### config.mk
export PLATFORM = sky130hd
export DESIGN_NAME = uart_rx_fifo_flat
export DESIGN_NICKNAME = d
export VERILOG_FILES = /design/src/rtl/uart_pkg.sv /design/src/rtl/uart_rx_fifo_if.sv /design/src/rtl/uart_rx_fifo_sync_fifo.sv /design/src/rtl/uart_rx_fifo.sv /design/src/flat_wrapper.sv
export SDC_FILE = /design/constraint.sdc
export NUM_CORES = 1
export LEC_CHECK = 0
export CAP_MARGIN = 20
export CORE_UTILIZATION = 30
export DETAILED_ROUTE_END_ITERATION = 8
export HOLD_SLACK_MARGIN = 0.1
export SLEW_MARGIN = 20
export SYNTH_ARGS = -nofsm -noshare
export SYNTH_HDL_FRONTEND = slang
export SYNTH_SLANG_ARGS = --single-unit
### constraint.sdc
create_clock -name clk -period 2.2 [get_ports clk]
set_input_delay 0.22 -clock clk [delete_from_list [all_inputs] [get_ports clk]]
set_output_delay 0.22 -clock clk [all_outputs]
set_load 0.02 [all_outputs]
### src/rtl/uart_pkg.sv
// Shared types and default sizes for the UART receive path.
package uart_pkg;

    localparam int UART_DW            = 8;
    localparam int UART_RX_FIFO_DEPTH = 16;

    // Capture FSM: IDLE waits for the receiver's ready level, ACK is the
    // single cycle in which the clear-ready pulse is high.
    typedef enum logic [0:0] {
        CAP_IDLE,
        CAP_ACK
    } cap_state_t;

endpackage

### src/rtl/uart_rx_fifo_if.sv
// Signal bundle between the UART receiver / bus side and uart_rx_fifo.
// slave is the buffer's view, master is the view of whoever drives it.
//
// Handshakes:
//   receiver side: rx_rdy is a level held by the receiver until it samples
//   rx_clr_rdy=1 on a clock edge; rx_data is valid whenever rx_rdy=1. The
//   buffer raises rx_clr_rdy for exactly one cycle per captured byte.
//   bus side: rd_data always shows the head entry (first-word fall-through);
//   rd_en=1 on an edge with empty=0 consumes that entry, rd_en with empty=1
//   is ignored.
interface uart_rx_fifo_if
    import uart_pkg::*;
#(
    parameter int DEPTH = UART_RX_FIFO_DEPTH,
    parameter int DW    = UART_DW
);
    localparam int CW = $clog2(DEPTH) + 1;

    logic          rx_rdy;
    logic [DW-1:0] rx_data;
    logic          rx_clr_rdy;
    logic          rd_en;
    logic [DW-1:0] rd_data;
    logic          empty;
    logic          full;
    logic [CW-1:0] count;
    logic          ovf;
    logic          ovf_clr;
    logic [CW-1:0] thresh;
    logic          irq;
    cap_state_t    cap_state;   // debug view of the capture FSM

    modport slave (
        input  rx_rdy, rx_data, rd_en, ovf_clr, thresh,
        output rx_clr_rdy, rd_data, empty, full, count, ovf, irq, cap_state
    );

    modport master (
        output rx_rdy, rx_data, rd_en, ovf_clr, thresh,
        input  rx_clr_rdy, rd_data, empty, full, count, ovf, irq, cap_state
    );

endinterface

### src/rtl/uart_rx_fifo_sync_fifo.sv
// Generic synchronous first-word-fall-through FIFO. A push while full is
// accepted only when a pop happens on the same edge; a pop while empty is
// ignored. full/empty come from the registered occupancy count.
module sync_fifo #(
    parameter int DEPTH = 16,
    parameter int DW    = 8
) (
    input  logic                   clk,
    input  logic                   rst,
    input  logic                   push,
    input  logic                   pop,
    input  logic [DW-1:0]          wr_data,
    output logic [DW-1:0]          rd_data,
    output logic [$clog2(DEPTH):0] count,
    output logic                   full,
    output logic                   empty
);
    localparam int AW = $clog2(DEPTH);
    localparam int CW = AW + 1;

    logic [DW-1:0] mem [DEPTH];
    logic [AW-1:0] wr_ptr;
    logic [AW-1:0] rd_ptr;
    logic          do_push;
    logic          do_pop;

    assign empty   = (count == '0);
    assign full    = (count == CW'(DEPTH));
    assign do_pop  = pop && !empty;
    assign do_push = push && (!full || do_pop);
    assign rd_data = mem[rd_ptr];

    // Storage write; contents need no reset since count gates visibility.
    always_ff @(posedge clk) begin
        if (do_push) begin
            mem[wr_ptr] <= wr_data;
        end
    end

    // Pointers wrap naturally at DEPTH (power of two); count tracks occupancy.
    always_ff @(posedge clk) begin
        if (rst) begin
            wr_ptr <= '0;
            rd_ptr <= '0;
            count  <= '0;
        end else begin
            if (do_push) begin
                wr_ptr <= wr_ptr + AW'(1);
            end
            if (do_pop) begin
                rd_ptr <= rd_ptr + AW'(1);
            end
            case ({do_push, do_pop})
                2'b10:   count <= count + CW'(1);
                2'b01:   count <= count - CW'(1);
                default: count <= count;
            endcase
        end
    end

endmodule

### src/rtl/uart_rx_fifo.sv
// UART receive buffer: captures each byte flagged by the receiver, pulses
// the receiver's clear-ready, and queues the byte for the bus side.
// Optional build macro UART_RX_FIFO_THRESH_EN adds a registered occupancy
// threshold interrupt; without it irq is constant 0 and thresh is ignored.
module uart_rx_fifo
    import uart_pkg::*;
#(
    parameter int DEPTH = UART_RX_FIFO_DEPTH,
    parameter int DW    = UART_DW
) (
    input  logic            clk,
    input  logic            rst,
    uart_rx_fifo_if.slave   io
);
    localparam int CW = $clog2(DEPTH) + 1;

    cap_state_t state;
    logic       clr_q;
    logic       ovf_q;
    logic       irq_q;
    logic       push;
    logic       drop;

    // A byte is taken on the edge where IDLE sees rx_rdy; ACK ignores rx_rdy
    // so the still-high level is not captured twice.
    assign push = (state == CAP_IDLE) && io.rx_rdy;
    // Full with no simultaneous pop: the byte is lost but still acknowledged.
    assign drop = push && io.full && !io.rd_en;

    // Capture FSM with the registered clear-ready pulse.
    always_ff @(posedge clk) begin
        if (rst) begin
            state <= CAP_IDLE;
            clr_q <= 1'b0;
        end else begin
            case (state)
                CAP_IDLE: begin
                    if (io.rx_rdy) begin
                        state <= CAP_ACK;
                        clr_q <= 1'b1;
                    end else begin
                        clr_q <= 1'b0;
                    end
                end
                CAP_ACK: begin
                    state <= CAP_IDLE;
                    clr_q <= 1'b0;
                end
            endcase
        end
    end

    // Sticky overflow; a drop on the same edge as a clear keeps it set.
    always_ff @(posedge clk) begin
        if (rst) begin
            ovf_q <= 1'b0;
        end else if (drop) begin
            ovf_q <= 1'b1;
        end else if (io.ovf_clr) begin
            ovf_q <= 1'b0;
        end
    end

    sync_fifo #(
        .DEPTH (DEPTH),
        .DW    (DW)
    ) u_fifo (
        .clk     (clk),
        .rst     (rst),
        .push    (push),
        .pop     (io.rd_en),
        .wr_data (io.rx_data),
        .rd_data (io.rd_data),
        .count   (io.count),
        .full    (io.full),
        .empty   (io.empty)
    );

`ifdef UART_RX_FIFO_THRESH_EN
    logic          acc_push;
    logic          acc_pop;
    logic [CW-1:0] count_next;

    assign acc_pop  = io.rd_en && !io.empty;
    assign acc_push = push && (!io.full || acc_pop);

    // Occupancy after the coming edge, so irq lines up with the push itself.
    always_comb begin
        count_next = io.count + CW'(acc_push) - CW'(acc_pop);
    end

    // Threshold interrupt; thresh of zero disables it.
    always_ff @(posedge clk) begin
        if (rst) begin
            irq_q <= 1'b0;
        end else begin
            irq_q <= (count_next >= io.thresh) && (io.thresh != '0);
        end
    end
`else
    logic unused_thresh;
    assign unused_thresh = ^io.thresh;
    assign irq_q         = 1'b0;
`endif

    assign io.rx_clr_rdy = clr_q;
    assign io.ovf        = ovf_q;
    assign io.irq        = irq_q;
    assign io.cap_state  = state;

endmodule

### src/flat_wrapper.sv
// flat-port wrapper written by rule: the top's interface ports become plain ports
module uart_rx_fifo_flat import uart_pkg::*;
#(
    parameter int DEPTH = UART_RX_FIFO_DEPTH,
    parameter int DW    = UART_DW
)
  (clk, rst, io_rx_rdy, io_rx_data, io_rd_en, io_ovf_clr, io_thresh, io_rx_clr_rdy, io_rd_data, io_empty, io_full, io_count, io_ovf, io_irq, io_cap_state);
  uart_rx_fifo_if #(.DEPTH(DEPTH), .DW(DW)) io_i ();
  input  logic clk;
  input  logic rst;
  input wire logic [$bits(io_i.rx_rdy)-1:0] io_rx_rdy;
  input wire logic [$bits(io_i.rx_data)-1:0] io_rx_data;
  input wire logic [$bits(io_i.rd_en)-1:0] io_rd_en;
  input wire logic [$bits(io_i.ovf_clr)-1:0] io_ovf_clr;
  input wire logic [$bits(io_i.thresh)-1:0] io_thresh;
  output wire logic [$bits(io_i.rx_clr_rdy)-1:0] io_rx_clr_rdy;
  output wire logic [$bits(io_i.rd_data)-1:0] io_rd_data;
  output wire logic [$bits(io_i.empty)-1:0] io_empty;
  output wire logic [$bits(io_i.full)-1:0] io_full;
  output wire logic [$bits(io_i.count)-1:0] io_count;
  output wire logic [$bits(io_i.ovf)-1:0] io_ovf;
  output wire logic [$bits(io_i.irq)-1:0] io_irq;
  output wire logic [$bits(io_i.cap_state)-1:0] io_cap_state;
  assign io_i.rx_rdy = io_rx_rdy;
  assign io_i.rx_data = io_rx_data;
  assign io_i.rd_en = io_rd_en;
  assign io_i.ovf_clr = io_ovf_clr;
  assign io_i.thresh = io_thresh;
  assign io_rx_clr_rdy = io_i.rx_clr_rdy;
  assign io_rd_data = io_i.rd_data;
  assign io_empty = io_i.empty;
  assign io_full = io_i.full;
  assign io_count = io_i.count;
  assign io_ovf = io_i.ovf;
  assign io_irq = io_i.irq;
  assign io_cap_state = io_i.cap_state;
  uart_rx_fifo #(.DEPTH(DEPTH), .DW(DW)) u_core (.clk(clk), .rst(rst), .io(io_i));
endmodule
; Word-level counts from Yosys, hierarchy flattened
; Memory sizes are Yosys's and may differ from the RTL's. A register that Yosys moved wholly into a read port is not among the register bits.
; Cells that the tools add are included.
; W data, S select, Z words.
[classes]
addsub = 4
n_eq_ne = 3
mux = 9
n_bitwise = 1
reduce_logical = 12
[op_table]
columns = cell, n
row1 = $pmux W5 S2, 1
row2 = $add A4 B1 Y4 const B, 2
row3 = $mux W4, 2
row4 = $add A5 B1 Y5 const B, 1
row5 = $eq A5 B5 Y1 const B, 1
row6 = $logic_and A1 B1 Y1, 5
row7 = $logic_not A5 Y1, 1
row8 = $mux W1, 5
row9 = $sub A5 B1 Y5 const B, 1
row10 = $reduce_bool A2 Y1, 2
row11 = $logic_not A1 Y1, 3
row12 = $eq A2 B1 Y1 const B, 1
row13 = $eq A2 B2 Y1 const B, 1
row14 = $pmux W1 S2, 1
row15 = $logic_or A1 B1 Y1, 1
row16 = $not A1 Y1, 1
[word_totals]
reg_bits = 15
ramBits = 128
output_inout_bits = 19
memories = 1
[mem_list]
columns = name, words, word_bits, read_ports, rd_clocked_by_memory_dff, wr, line
row1 = u_core.u_fifo.mem, 16, 8, 1, 1, 1, uart_rx_fifo_sync_fifo.sv:21  ; logic [DW-1:0] mem [DEPTH];

; Logic depth before layout (Yosys ltp)
; Gate-level depths: netlist (run 1).
[logic_depth]
ltp_word = 7
depth_mapped = 9
mapped_depth_nobuf = 7

; Hierarchy
; From an unflattened synthesis (run 1), not the netlist that was laid out.
[unflattened]
hier_cells = 335
hier_area_um2 = 5964.5
[modules_own_cells]
columns = module, n_inst, cells_each, area_each_um2, seq_area_each_um2
row1 = sync_fifo, 1, 325, 5866.9, 4184.0
row2 = uart_rx_fifo, 1, 10, 97.6, 40.0

; Worst setup path after synthesis (run 1)
; No wires, ideal clock.
[synth_path]
path_kind = reg2reg
from = register u_core.u_fifo.count[1]
to = register u_core.u_fifo.count[4]
arrival_ps = 2403
required_time_ps = 2077
setup_slack_ps = -326
path_stages_with_launch = 10
path_cell_list = dfxtp_1 -> buf_6 -> or4_4 -> buf_6 -> o211ai_4 -> inv_2 -> ha_1 -> o21a_1 -> o32ai_1 -> mux2_1
[synth_via]
elab_chain_len = 7
[synth_lines]
columns = item, line
row1 = from (decl), uart_rx_fifo_sync_fifo.sv:14  ; output logic [$clog2(DEPTH):0] count,
row2 = from (signal assigned), uart_rx_fifo_sync_fifo.sv:54  ; 2'b10: count <= count + CW'(1);
row3 = from (signal assigned), uart_rx_fifo_sync_fifo.sv:55  ; 2'b01: count <= count - CW'(1);
row4 = from (signal assigned), uart_rx_fifo_sync_fifo.sv:56  ; default: count <= count;
row5 = $logic_not A5 Y1, uart_rx_fifo_sync_fifo.sv:27  ; assign empty = (count == '0);
row6 = $logic_not A1 Y1, uart_rx_fifo_sync_fifo.sv:29  ; assign do_pop = pop && !empty;
row7 = $logic_and A1 B1 Y1, uart_rx_fifo_sync_fifo.sv:29
row8 = $logic_or A1 B1 Y1, uart_rx_fifo_sync_fifo.sv:30  ; assign do_push = push && (!full || do_pop);
row9 = $logic_and A1 B1 Y1, uart_rx_fifo_sync_fifo.sv:30
row10 = $eq A2 B1 Y1 or $eq A2 B2 Y1 (tied branches), uart_rx_fifo_sync_fifo.sv:53  ; case ({do_push, do_pop})
row11 = $pmux W5 S2 or $reduce_bool A2 Y1 (tied branches), -
; Several ways; a longest one is shown, not always the timed one.
; A chain may end at the register's enable or synchronous reset.

==> impl_results.md, run 1 <==
* Hold_sp: io_ovf_clr
* Die Y at 142 microns
* Vias at 3,027
* Avg Inst Size Synth at 19.3 sq um
* Xor/xnor cell area share of the yosys netlist at 0.00894
* CP bufs+invs at 2
* Ys async rst share at 0
* Fin worst setup slack at -0.218 ns
* Reg-to-reg startpoint: u_core.u_fifo.count[3]
* Outcome: finished, violations left
* Complex-gate fraction of the synthesized area at 0.0324
* Post-synth top flop: edfxtp_1
* Area growth syn-to-layout at 25.9%
* Std cell rows at 50
* Largest net degree at the start of global routing at 33
* Critical Path RT at approximately 2 ns
* WHS Path Cells at 3
* Die area at 20,100 sq um
* Power Density at around 1100 nW/um^2
* Remaining DRCs at 0
* Peak VDD IR at 0.586 mV
* Pre-CTS setup slack at -0.261 ns
* Vias per cell at 4.70
* Final Setup Violations at 9
* Final Max Slew Viols at 0
* Final instance area at approximately 7400 sq um
* Max-cap viol count at 0
* CTS tree: built
* Core Region at roughly 19,000 sq um
* CP max FO at 8
* Hold Path End: u_core.io.ovf
* Slew margin rel. at 0.399
* Post-synthesis cell count at 304
* Critical path data arrival time at 2.20 ns
* Most Frequent Cell on Critical Path: mux4_2
* Layout Skew at between 0.015 and 0.02 ns
* Worst R2R End: u_core.u_fifo.count[4]
* Clock Path Buffers at 2
* Syn_nets at 329
* Layout cells sized above 1 at 0.344
* DR iter-0 viols at 194
* Global route total overflow at 0
* Register bit total from synthesis at 147
* RSZ-0062 raised after global routing: true
* Final Hold Fails at 0
* Synth Area in Simple Gates at 0.0432
* Synth warnings at 0
* Post-synth cell types at 44
* Mapped cell area at 5880 sq um
* Final ANT Viol Nets at 0
* Final period util at 1.10
* Area share of fa/ha/maj cells after synthesis at 0.0149
* GRT Util Overall at 0.133
* Initial antenna violation count at 0
* Slew @ Worst Pin at around 0.90 ns
* Seq/Total Area, Yosys at 0.719
* Post-synthesis mux area share at 0.162
* DR pass1 iterations at 4
* Crit path cell chain: buf_12, mux4_2, mux4_2, buf_6
* Final wirelength at around 12,000 microns
* CP Class: flip-flop to primary output
* HPWL after detailed placement at 7790 microns
* Top delay family on crit path: multiplexers
* Gpl congestion at about 0.8
* Clk root buf: clkbuf_16
* Max H-tree Level at 4
* Reg clk slew, reported paths at about 0.06 ns
* Routed length per instance at 18.9 microns
* Min-delay worst type: input port to flip-flop
* Largest family of logic cells by synthesized area: multiplexers
* I/O pin count at 37
* Die width at 142 microns
* Post-CTS Hold Buffers at 0
* Skew-Pair Late Insertion Delay at 0.42 ns
* Setup slack, reg-to-reg at -0.03 ns
* Vias in the first global route at 3,121
* Initial Util at 0.310
* Reg2Reg Depth at 7
* First-pass GRT wire length at 18,900 microns
* Failing checks: negative setup slack
* Port Buffer Count at 30
* # diodes at 0
* Area of placed instances at 6800 sq um
* Post-synth EDFFs at 128
* CP max stage cell: mux4_2
* CTS buffer count at 17
* Slowest stage delay, CP at 0.55 ns
* Final nets at 396
* Crit path time final at ~2.4 ns
* Critical path endpoint category: primary output
* F_max at 414 MHz
* Instance count on the critical path at 4
* Leakage power at about 0.0024 uW
* Clock Sinks at 147
* Worst setup SP type: flip-flop
==> power breakdown <==
group	internal [uW]	total (uW)	switching, uW	leakage [uW]
logic	1200	2260	1060	0.000815
registers	3160	3260	100	0.00131
clock network	1670	2770	1100	0.000272
total	6020	8290	2260	0.00240
==> worst min-delay path, stage by stage <==
cell	delay (ns)
clkdlybuf4s50_1	0.44
nand2b_1	0.09
a21oi_1	0.06
==> stage by stage <==
step	util	total power, uW	hold slack, ns	TNS (ns)	std cells
2_1_floorplan	-	4730	0.319	-0.466	304
3_3_place_gp	0.359	5510	0.468	-4.00	610
3_5_place_dp	0.359	5550	0.474	-6.12	610
4_1_cts	0.392	8460	0.426	-1.99	645
5_1_grt	0.390	8670	0.454	-2.16	644
6_report	0.390	8290	0.450	-1.51	644
==> state kept, by name (all words and copies together), names as in the netlist, named ones only <==
signal                cells
u_core.u_fifo.count       5
u_core.u_fifo.rd_ptr      4
u_core.io.ovf             1
u_core.u_fifo.wr_ptr      4
u_core.io.cap_state       1
u_core.u_fifo.mem       128
==> cell families (layout without fill, tap and decap cells) <==
| family | count (synthesis) | after routing |
|---|---|---|
| other | 1 | 1 |
| adders and majority gates | 7 | 7 |
| AOI/OAI and AO/OA | 21 | 21 |
| muxes | 45 | 45 |
| and+or+nand+nor | 55 | 55 |
| buffers and inverters | 22 | 102 |
| DFF | 147 | 147 |
| xor gates and xnor gates | 6 | 6 |
==> layout by cell type, fill, tap and decap left out, types with 3 or more instances in the layout <==
cell type and count:
nand2b_1 4, buf_2 3, clkinv_4 4, nor3_1 4
ha_1 5, dfxtp_1 15, clkbuf_1 3, inv_1 4
a31oi_1 3, nor3_2 3, clkbuf_16 17, nand3_1 3
edfxtp_1 128, mux4_2 40, xor2_1 3, o21ai_0 3
dfxtp_2 3, nor2b_1 3, nor2_1 27, clkdlybuf4s50_1 20
xnor2_1 3, nand2_1 5, buf_6 5, buf_4 25
buf_12 9
==> area by class of cell <==
class                           instances  area [sq um]
Fill cell                            1722         11600
Tap cell                              260           325
Clock buffer                           20           437
Clock inverter                         12           133
Inverter                                5          18.8
Sequential cell                       147          4230
Timing Repair Buffer                   65           668
Multi-Input combinational cell        135          1590
==> worst max-delay path by stage <==
stage,start,endpoint
floorplan,u_core.u_fifo.count[1],u_core.u_fifo.count[4]
detailed placement,io_rx_rdy,u_core.u_fifo.mem[7][3]
finish,flip-flop,io_rd_data[1]
CTS,flip-flop,io_rd_data[1]
global route,flip-flop,io_rd_data[3]
global placement,flip-flop,io_rd_data[1]
==> synth_stat cells (2+ instances only) <==
cell type,instances,area share
a31oi_1,3,0.0032
nor3_1,7,0.0060
mux4_2,40,0.15
nor2_1,28,0.018
buf_4,2,0.0026
o21ai_0,3,0.0026
clkbuf_1,7,0.0045
inv_1,4,0.0026
nand2b_1,4,0.0043
mux2_1,2,0.0038
ha_1,7,0.015
xor2_1,3,0.0045
a21oi_1,2,0.0017
dfxtp_1,19,0.065
mux2i_1,2,0.0034
nor2b_1,3,0.0032
buf_2,3,0.0026
xnor2_1,3,0.0045
nand2_1,5,0.0032
buf_6,2,0.0038
nand3_1,3,0.0026
edfxtp_1,128,0.65
buf_1,3,0.0019
==> what timing repair did <==
action                                  CTS  global route
endpoints found under the hold margin     0             0
pin swaps                                 1             0
setup buffers                             2             0
endpoints found under the setup margin   12            11
resized for setup                        49             2
cloned                                    1             0
==> layer usage <==
| metal | part of all wire | GRT usage | vias up |
|---|---|---|---|
| met5 | 0 | 0 | - |
| met4 | 0.0095 | 0.0424 | 0 |
| met3 | 0.057 | 0.0400 | 10 |
| met2 | 0.49 | 0.213 | 96 |
| met1 | 0.44 | 0.174 | 1561 |
| li1 | - | - | 1360 |
Power figures use the tool's default switching activity.
==> run 2: changes to the inputs <==
- HOLD_SLACK_MARGIN: 0.1 -> 0.12
==> results of run 2 <==
No change in the layout: final DEF, timing and power equal those of run 1.
==> run 3: changes to the inputs <==
- CTS_CLUSTER_DIAMETER: not set -> 30
==> results of run 3 <==
No change in the layout: final DEF, timing and power equal those of run 1.
